## src/rtl/mc_pkg.sv

```systemverilog
// Shared encodings for the multiply/divide unit and the core control FSM.
package mc_pkg;

  localparam logic [1:0] MD_MULTU = 2'b00;
  localparam logic [1:0] MD_MULT  = 2'b01;
  localparam logic [1:0] MD_DIVU  = 2'b10;
  localparam logic [1:0] MD_DIV   = 2'b11;

  typedef logic [1:0] md_state_t;

  localparam md_state_t MD_IDLE = 2'd0;
  localparam md_state_t MD_RUN  = 2'd1;
  localparam md_state_t MD_FIN  = 2'd2;

endpackage

```

## src/rtl/mc_muldiv_step.sv

```systemverilog
// One iteration of the iterative datapath: right shift-add for multiply,
// left restoring shift-subtract for divide, on a 2*WIDTH accumulator.
module mc_muldiv_step #(
  parameter int WIDTH = 32
) (
  input  logic               div,
  input  logic [2*WIDTH-1:0] acc,
  input  logic [WIDTH-1:0]   operand,
  output logic [2*WIDTH-1:0] acc_next
);

  logic [WIDTH:0] sum;
  logic [WIDTH:0] diff;

  always_comb begin
    sum      = {1'b0, acc[2*WIDTH-1:WIDTH]} + (acc[0] ? {1'b0, operand} : '0);
    // Shifted partial remainder needs WIDTH+1 bits; diff[WIDTH] is the borrow.
    diff     = acc[2*WIDTH-1:WIDTH-1] - {1'b0, operand};
    acc_next = {sum, acc[WIDTH-1:1]};
    if (div) begin
      if (!diff[WIDTH]) begin
        acc_next = {diff[WIDTH-1:0], acc[WIDTH-2:0], 1'b1};
      end else begin
        acc_next = {acc[2*WIDTH-2:0], 1'b0};
      end
    end
  end

endmodule

```

## src/rtl/mc_muldiv.sv

```systemverilog
// Iterative MULT/MULTU/DIV/DIVU unit with HI/LO registers, one step per bit.
// Handshake: start is accepted only while idle; busy covers RUN and FIN; done pulses one cycle with hi/lo valid.
module mc_muldiv
  import mc_pkg::*;
#(
  parameter int WIDTH = 32
) (
  input  logic             clk,
  input  logic             rst,
  input  logic             start,
  input  logic [1:0]       op,
  input  logic [WIDTH-1:0] a,
  input  logic [WIDTH-1:0] b,
  input  logic             hi_we,
  input  logic             lo_we,
  input  logic [WIDTH-1:0] wdata,
  output logic             busy,
  output logic             done,
  output logic [WIDTH-1:0] hi,
  output logic [WIDTH-1:0] lo,
  output md_state_t        dbg_state
);

  localparam int CW = $clog2(WIDTH);

  md_state_t          st;
  logic [CW-1:0]      cnt;
  logic [2*WIDTH-1:0] acc;
  logic [2*WIDTH-1:0] acc_next;
  logic [2*WIDTH-1:0] prod;
  logic [WIDTH-1:0]   operand;
  logic [WIDTH-1:0]   a_raw;
  logic [WIDTH-1:0]   a_mag;
  logic [WIDTH-1:0]   b_mag;
  logic [WIDTH-1:0]   quo;
  logic [WIDTH-1:0]   rem;
  logic [1:0]         op_q;
  logic               is_div;
  logic               neg_res;
  logic               neg_rem;
  logic               b_zero;
  logic               done_q;

  assign is_div    = (op_q == MD_DIVU) || (op_q == MD_DIV);
  assign busy      = (st != MD_IDLE);
  assign done      = done_q;
  assign dbg_state = st;

  always_comb begin
    a_mag = (op[0] && a[WIDTH-1]) ? -a : a;
    b_mag = (op[0] && b[WIDTH-1]) ? -b : b;
    quo   = neg_res ? -acc[WIDTH-1:0] : acc[WIDTH-1:0];
    rem   = neg_rem ? -acc[2*WIDTH-1:WIDTH] : acc[2*WIDTH-1:WIDTH];
    prod  = neg_res ? -acc : acc;
  end

  mc_muldiv_step #(.WIDTH(WIDTH)) u_step (
    .div      (is_div),
    .acc      (acc),
    .operand  (operand),
    .acc_next (acc_next)
  );

  always_ff @(posedge clk) begin
    if (rst) begin
      st      <= MD_IDLE;
      cnt     <= '0;
      acc     <= '0;
      operand <= '0;
      a_raw   <= '0;
      op_q    <= '0;
      neg_res <= 1'b0;
      neg_rem <= 1'b0;
      b_zero  <= 1'b0;
      done_q  <= 1'b0;
      hi      <= '0;
      lo      <= '0;
    end else begin
      done_q <= 1'b0;
      case (st)
        MD_IDLE: begin
          if (start) begin
            op_q    <= op;
            neg_res <= op[0] & (a[WIDTH-1] ^ b[WIDTH-1]);
            neg_rem <= op[0] & a[WIDTH-1];
            b_zero  <= (b == '0);
            a_raw   <= a;
            cnt     <= CW'(WIDTH - 1);
            // Divide shifts the dividend out of the low half; multiply shifts the multiplier.
            if (op[1]) begin
              acc     <= {{WIDTH{1'b0}}, a_mag};
              operand <= b_mag;
            end else begin
              acc     <= {{WIDTH{1'b0}}, b_mag};
              operand <= a_mag;
            end
            st <= MD_RUN;
          end else begin
            if (hi_we) hi <= wdata;
            if (lo_we) lo <= wdata;
          end
        end
        MD_RUN: begin
          acc <= acc_next;
          if (cnt == '0) begin
            st <= MD_FIN;
          end else begin
            cnt <= cnt - 1'b1;
          end
        end
        MD_FIN: begin
          if (is_div && b_zero) begin
            hi <= a_raw;
            lo <= '1;
          end else if (is_div) begin
            hi <= rem;
            lo <= quo;
          end else begin
            hi <= prod[2*WIDTH-1:WIDTH];
            lo <= prod[WIDTH-1:0];
          end
          done_q <= 1'b1;
          st     <= MD_IDLE;
        end
        default: st <= MD_IDLE;
      endcase
    end
  end

endmodule

```

## config.mk

```make
export PLATFORM = sky130hd
export DESIGN_NAME = mc_muldiv
export DESIGN_NICKNAME = d
export VERILOG_FILES = /design/src/rtl/mc_pkg.sv /design/src/rtl/mc_muldiv_step.sv /design/src/rtl/mc_muldiv.sv
export SDC_FILE = /design/constraint.sdc
export NUM_CORES = 1
export LEC_CHECK = 0
export CAP_MARGIN = 20
export CORE_ASPECT_RATIO = 1.1
export CORE_MARGIN = 4
export CORE_UTILIZATION = 58
export DETAILED_ROUTE_END_ITERATION = 10
export MAX_ROUTING_LAYER = met4
export PLACE_DENSITY = 0.79
export SLEW_MARGIN = 20
export SYNTH_ARGS = -nofsm -noshare
export SYNTH_HDL_FRONTEND = slang
export SYNTH_SLANG_ARGS = --single-unit
```

## constraint.sdc

```tcl
create_clock -name clk -period 4.7 [get_ports clk]
set_clock_uncertainty 0.1 [all_clocks]
set_input_delay 0.94 -clock clk [delete_from_list [all_inputs] [get_ports clk]]
set_output_delay 0.94 -clock clk [all_outputs]
set_load 0.03 [all_outputs]
```

==> qor.txt <==
via count of the routed design -> 17000
worst path cell trace -> inv_1 -> fa_1 -> nand2b_1 -> a21oi_1 -> o2111a_1 -> o21ai_0 -> a2111oi_1 -> o31a_1 -> nor2_4 -> buf_4 -> a311oi_1 -> o21ai_0
Lkg Pwr -> 0.00721 uW
number of hold violations in the final report -> 0
Avg Inst Size Synth -> 7.49 sq um
clock insertion delay at the later pin of the skew report -> 0.54 ns
first-pass GRT wire length -> 89.4 mm
startpoint type of the worst setup path -> flip-flop
antenna violations before repair -> 1
dpl hpwl -> 45.4 mm
total of cells resized after clock tree synthesis -> 0
Max-slew headroom -> 22.5%
maximum single-stage delay on the critical path -> 0.69 ns
part of the power in the clock network -> 28.7%
RSZ-0062 raised after global routing -> false
gate count of the mapped netlist -> 2116
final std cell area, no fill -> 18500 sq um
Post-Synthesis Net Count -> 2291
per-cell via count in the routed design -> 6.59
sequential share of power -> 33.6%
Gate power share -> 37.7%
violation count after the first detailed-route iteration -> 2242
Most used DFF post-synth -> dfxtp_1
Die W -> 166 um
worst hold path type -> reg -> reg
global-route usage over all layers -> 37.9%
share of final-layout standard cells stronger than drive strength 1 -> 5.25%
gate family responsible for the most delay along the worst path -> compound AO/OA/AOI/OAI gates
dpl cell area -> 17800 sq um
post-CTS setup buffers -> 0
Final Slew Violations -> 0
aggregate routed wire length -> 59.1 mm
slowest library cell on the worst path -> a2111oi_1
standard-cell rows -> 63
required arrival time at the worst endpoint -> 5.02 ns
Power, Total -> 6350 uW
VDD IR max -> 0.276 mV
switching portion of total power -> 39.4%
number of global-route vias before repair -> 15800
final antenna-violating net count -> 0
design internal power -> 3850 uW
cell taking the most area after synthesis -> dfxtp_1
Yosys reg bits -> 204
total buffers and inverters traversed by the critical path -> 2
cell at the root of the clock tree -> clkbuf_16
Port-buffer cells -> 170
H-tree Lvls -> 1
number of buffers created by CTS -> 23
setup TNS -> 0 ns
share of synthesized flip-flops with an asynchronous set or reset -> 0%
worst-case clock buffer depth -> 3
Finish-stage setup viols -> 0
clock sink count -> 204
starting utilization of the core area -> 58.8%
Setup crit end kind -> flip-flop
core footprint -> 27000 sq um
area growth from synthesis to layout -> 16.9%
placed instance count -> 2543
synthesized area -> 15900 sq um
Top Ports -> 171
slew at the pin with the worst max-slew slack -> 1.16 ns
routability cong. -> 1.01
area share of the leading cell type in the synthesized netlist -> 25.8%
distinct cell type count of the synthesized netlist -> 81
TritonCTS clock tree -> yes
number of design rule violations left after detail routing -> 0
minimum hold slack -> 0.354 ns
Die Y -> 181 um
number of warnings printed during yosys synthesis -> 0
share of the clock period used by the worst path -> 90.8%
detailed-route wire length per cell -> 22.9 um
outcome -> complete, no violations
fraction of the yosys area taken by sequential cells -> 25.8%
Arr. time, crit path -> 4.59 ns
area of the die -> 30000 sq um
crit path kind -> reg -> reg
net count of the finished layout -> 2386
DR pass1 iterations -> 6
count of flip-flops with a built-in enable after synthesis -> 0
library cell appearing most often on the critical path -> o21ai_0
number of cells in the finished layout apart from fillers -> 2585
top achievable clock speed -> 234 MHz
reported max-cap violation count -> 0
PwrDens -> 343 nW/um^2
crit path max fanout -> 23
overall overflow remaining after global route -> 0
Post-CTS Hold Fix Bufs -> 0
clock input transition at the sequential cells of the worst setup and hold paths -> 0.06 ns
maximum number of pins on one net before global-route repair -> 103
clock period minus final worst setup slack -> 4.27 ns
switching power -> 2500 uW
top cells by area, synth -> dfxtp_1 26%, mux2i_1 7.8%, a21oi_1 6.2%
## power by group through the flow
| stage | Combinational [uW] | Sequential (uW) | Clock, uW |
|---|---|---|---|
| 6_report | 2390 | 2140 | 1820 |
| 5_1_grt | 2570 | 2150 | 1880 |
| 4_1_cts | 2330 | 2120 | 1810 |
| 3_5_place_dp | 2310 | 2160 | 0 |
| 3_3_place_gp | 2290 | 2150 | 0 |
| 2_1_floorplan | 1510 | 2160 | 0 |
## metal layers
metal / part of all wire (%) / up-vias / global-route usage (%)
li1: - / 7833 / -
met1: 39 / 7928 / 47.3
met2: 44 / 1058 / 57.8
met3: 11 / 210 / 8.80
met4: 6.2 / 0 / 19.1
met5: 0 / - / -
## cells in the final DEF (no fill, tap or decap), types with 10 or more instances in the layout
master	instances
o22ai_1	18
xnor2_1	84
o31ai_1	23
dfxtp_1	203
nand2_1	251
a311oi_1	10
or4_1	17
a22oi_1	18
a221oi_1	37
nor2b_1	15
ha_1	70
a21oi_1	194
a31oi_1	12
and2_1	13
nand3_1	33
buf_4	38
a211oi_1	51
o21a_1	13
mux2i_1	123
o21bai_1	13
nor3_1	72
xor2_1	77
nand2b_1	14
inv_1	79
o21ai_0	110
clkbuf_16	23
nor4_1	14
a21o_1	23
clkdlybuf4s50_1	168
nor2_1	209
or3_1	20
o211ai_1	30
## metrics by stage
stage / worst slack [ns] / utilization, %
finish: 0.430 / 68.7
global route: 0.0706 / 68.7
CTS: 0.500 / 68.7
global placement: 0.581 / 65.9
detailed placement: 0.521 / 65.9
floorplan: 1.17 / -
## worst reg2reg max path, cell delays in order (launching register included)
cell and delay (ns):
dfxtp_1 0.56, inv_1 0.18, fa_1 0.46, nand2b_1 0.19, a21oi_1 0.29, o2111a_1 0.31
o21ai_0 0.14, a2111oi_1 0.69, o31a_1 0.47, nor2_4 0.06, buf_4 0.30, a311oi_1 0.29
o21ai_0 0.11
## final cells by class
| type | instances | area [sq um] |
|---|---|---|
| repair buffers | 208 | 1990 |
| clock buffers | 30 | 642 |
| inverters | 79 | 297 |
| multi-input cells | 1695 | 11000 |
| fillers | 2340 | 8430 |
| flip-flops and latches | 204 | 4090 |
| diodes | 1 | 2.50 |
| clock inverters | 11 | 108 |
| well taps | 357 | 447 |
## final timing paths
check / from / endpoint / slack (ns) / depth (start not counted)
worst max-delay path: acc[32] / acc[63] / 0.43 / 12
worst min-delay path: hi[3] / hi[3] / 0.35 / 2
worst max register to register: acc[32] / acc[63] / 0.43 / 12
worst min register to register: hi[3] / hi[3] / 0.35 / 2
## cells in the mapped netlist, types with 5 or more instances
cell type and count:
and3_1 6, nor2_1 213, a311oi_1 10, o221ai_1 7
a21oi_1 195, o31ai_1 23, nor2b_1 15, o22ai_1 18
or2_2 6, a32oi_1 9, or3_1 20, and2_1 14
o21ai_0 110, xnor2_1 84, clkbuf_1 116, or4_1 17
o21bai_1 14, a31oi_1 12, a221oi_1 37, nand4_1 9
o41ai_1 7, o21a_1 13, dfxtp_1 204, inv_1 79
mux2i_1 123, ha_1 70, o211ai_1 30, buf_1 12
a21o_1 23, a22oi_1 18, nor4_1 14, a21boi_0 5
nor3_1 73, a2111oi_0 5, nor3b_1 6, nand2b_1 16
a211oi_1 51, xor2_1 77, nand2_1 252, nand3_1 33
## registers in the layout, summed over array words and instances, names as in the netlist
name       count
op_q           1
b_zero         1
done           1
a_raw         32
neg_rem        1
neg_res        1
operand       32
dbg_state      2
lo            32
cnt            5
hi            32
acc           64
## cells by family (layout without fill, tap and decap cells)
family / Yosys count / count (layout) / synth area share (%)
xor+xnor: 161 / 161 / 8.90
flops: 204 / 204 / 25.8
compound gates: 619 / 619 / 25.3
buf+inv: 217 / 328 / 5.41
mux: 125 / 125 / 7.91
other cells: 0 / 1 / 0
fa+ha+maj: 72 / 72 / 5.78
simple gates: 718 / 718 / 21.0
No activity file was read; power rests on OpenSTA's default activity.
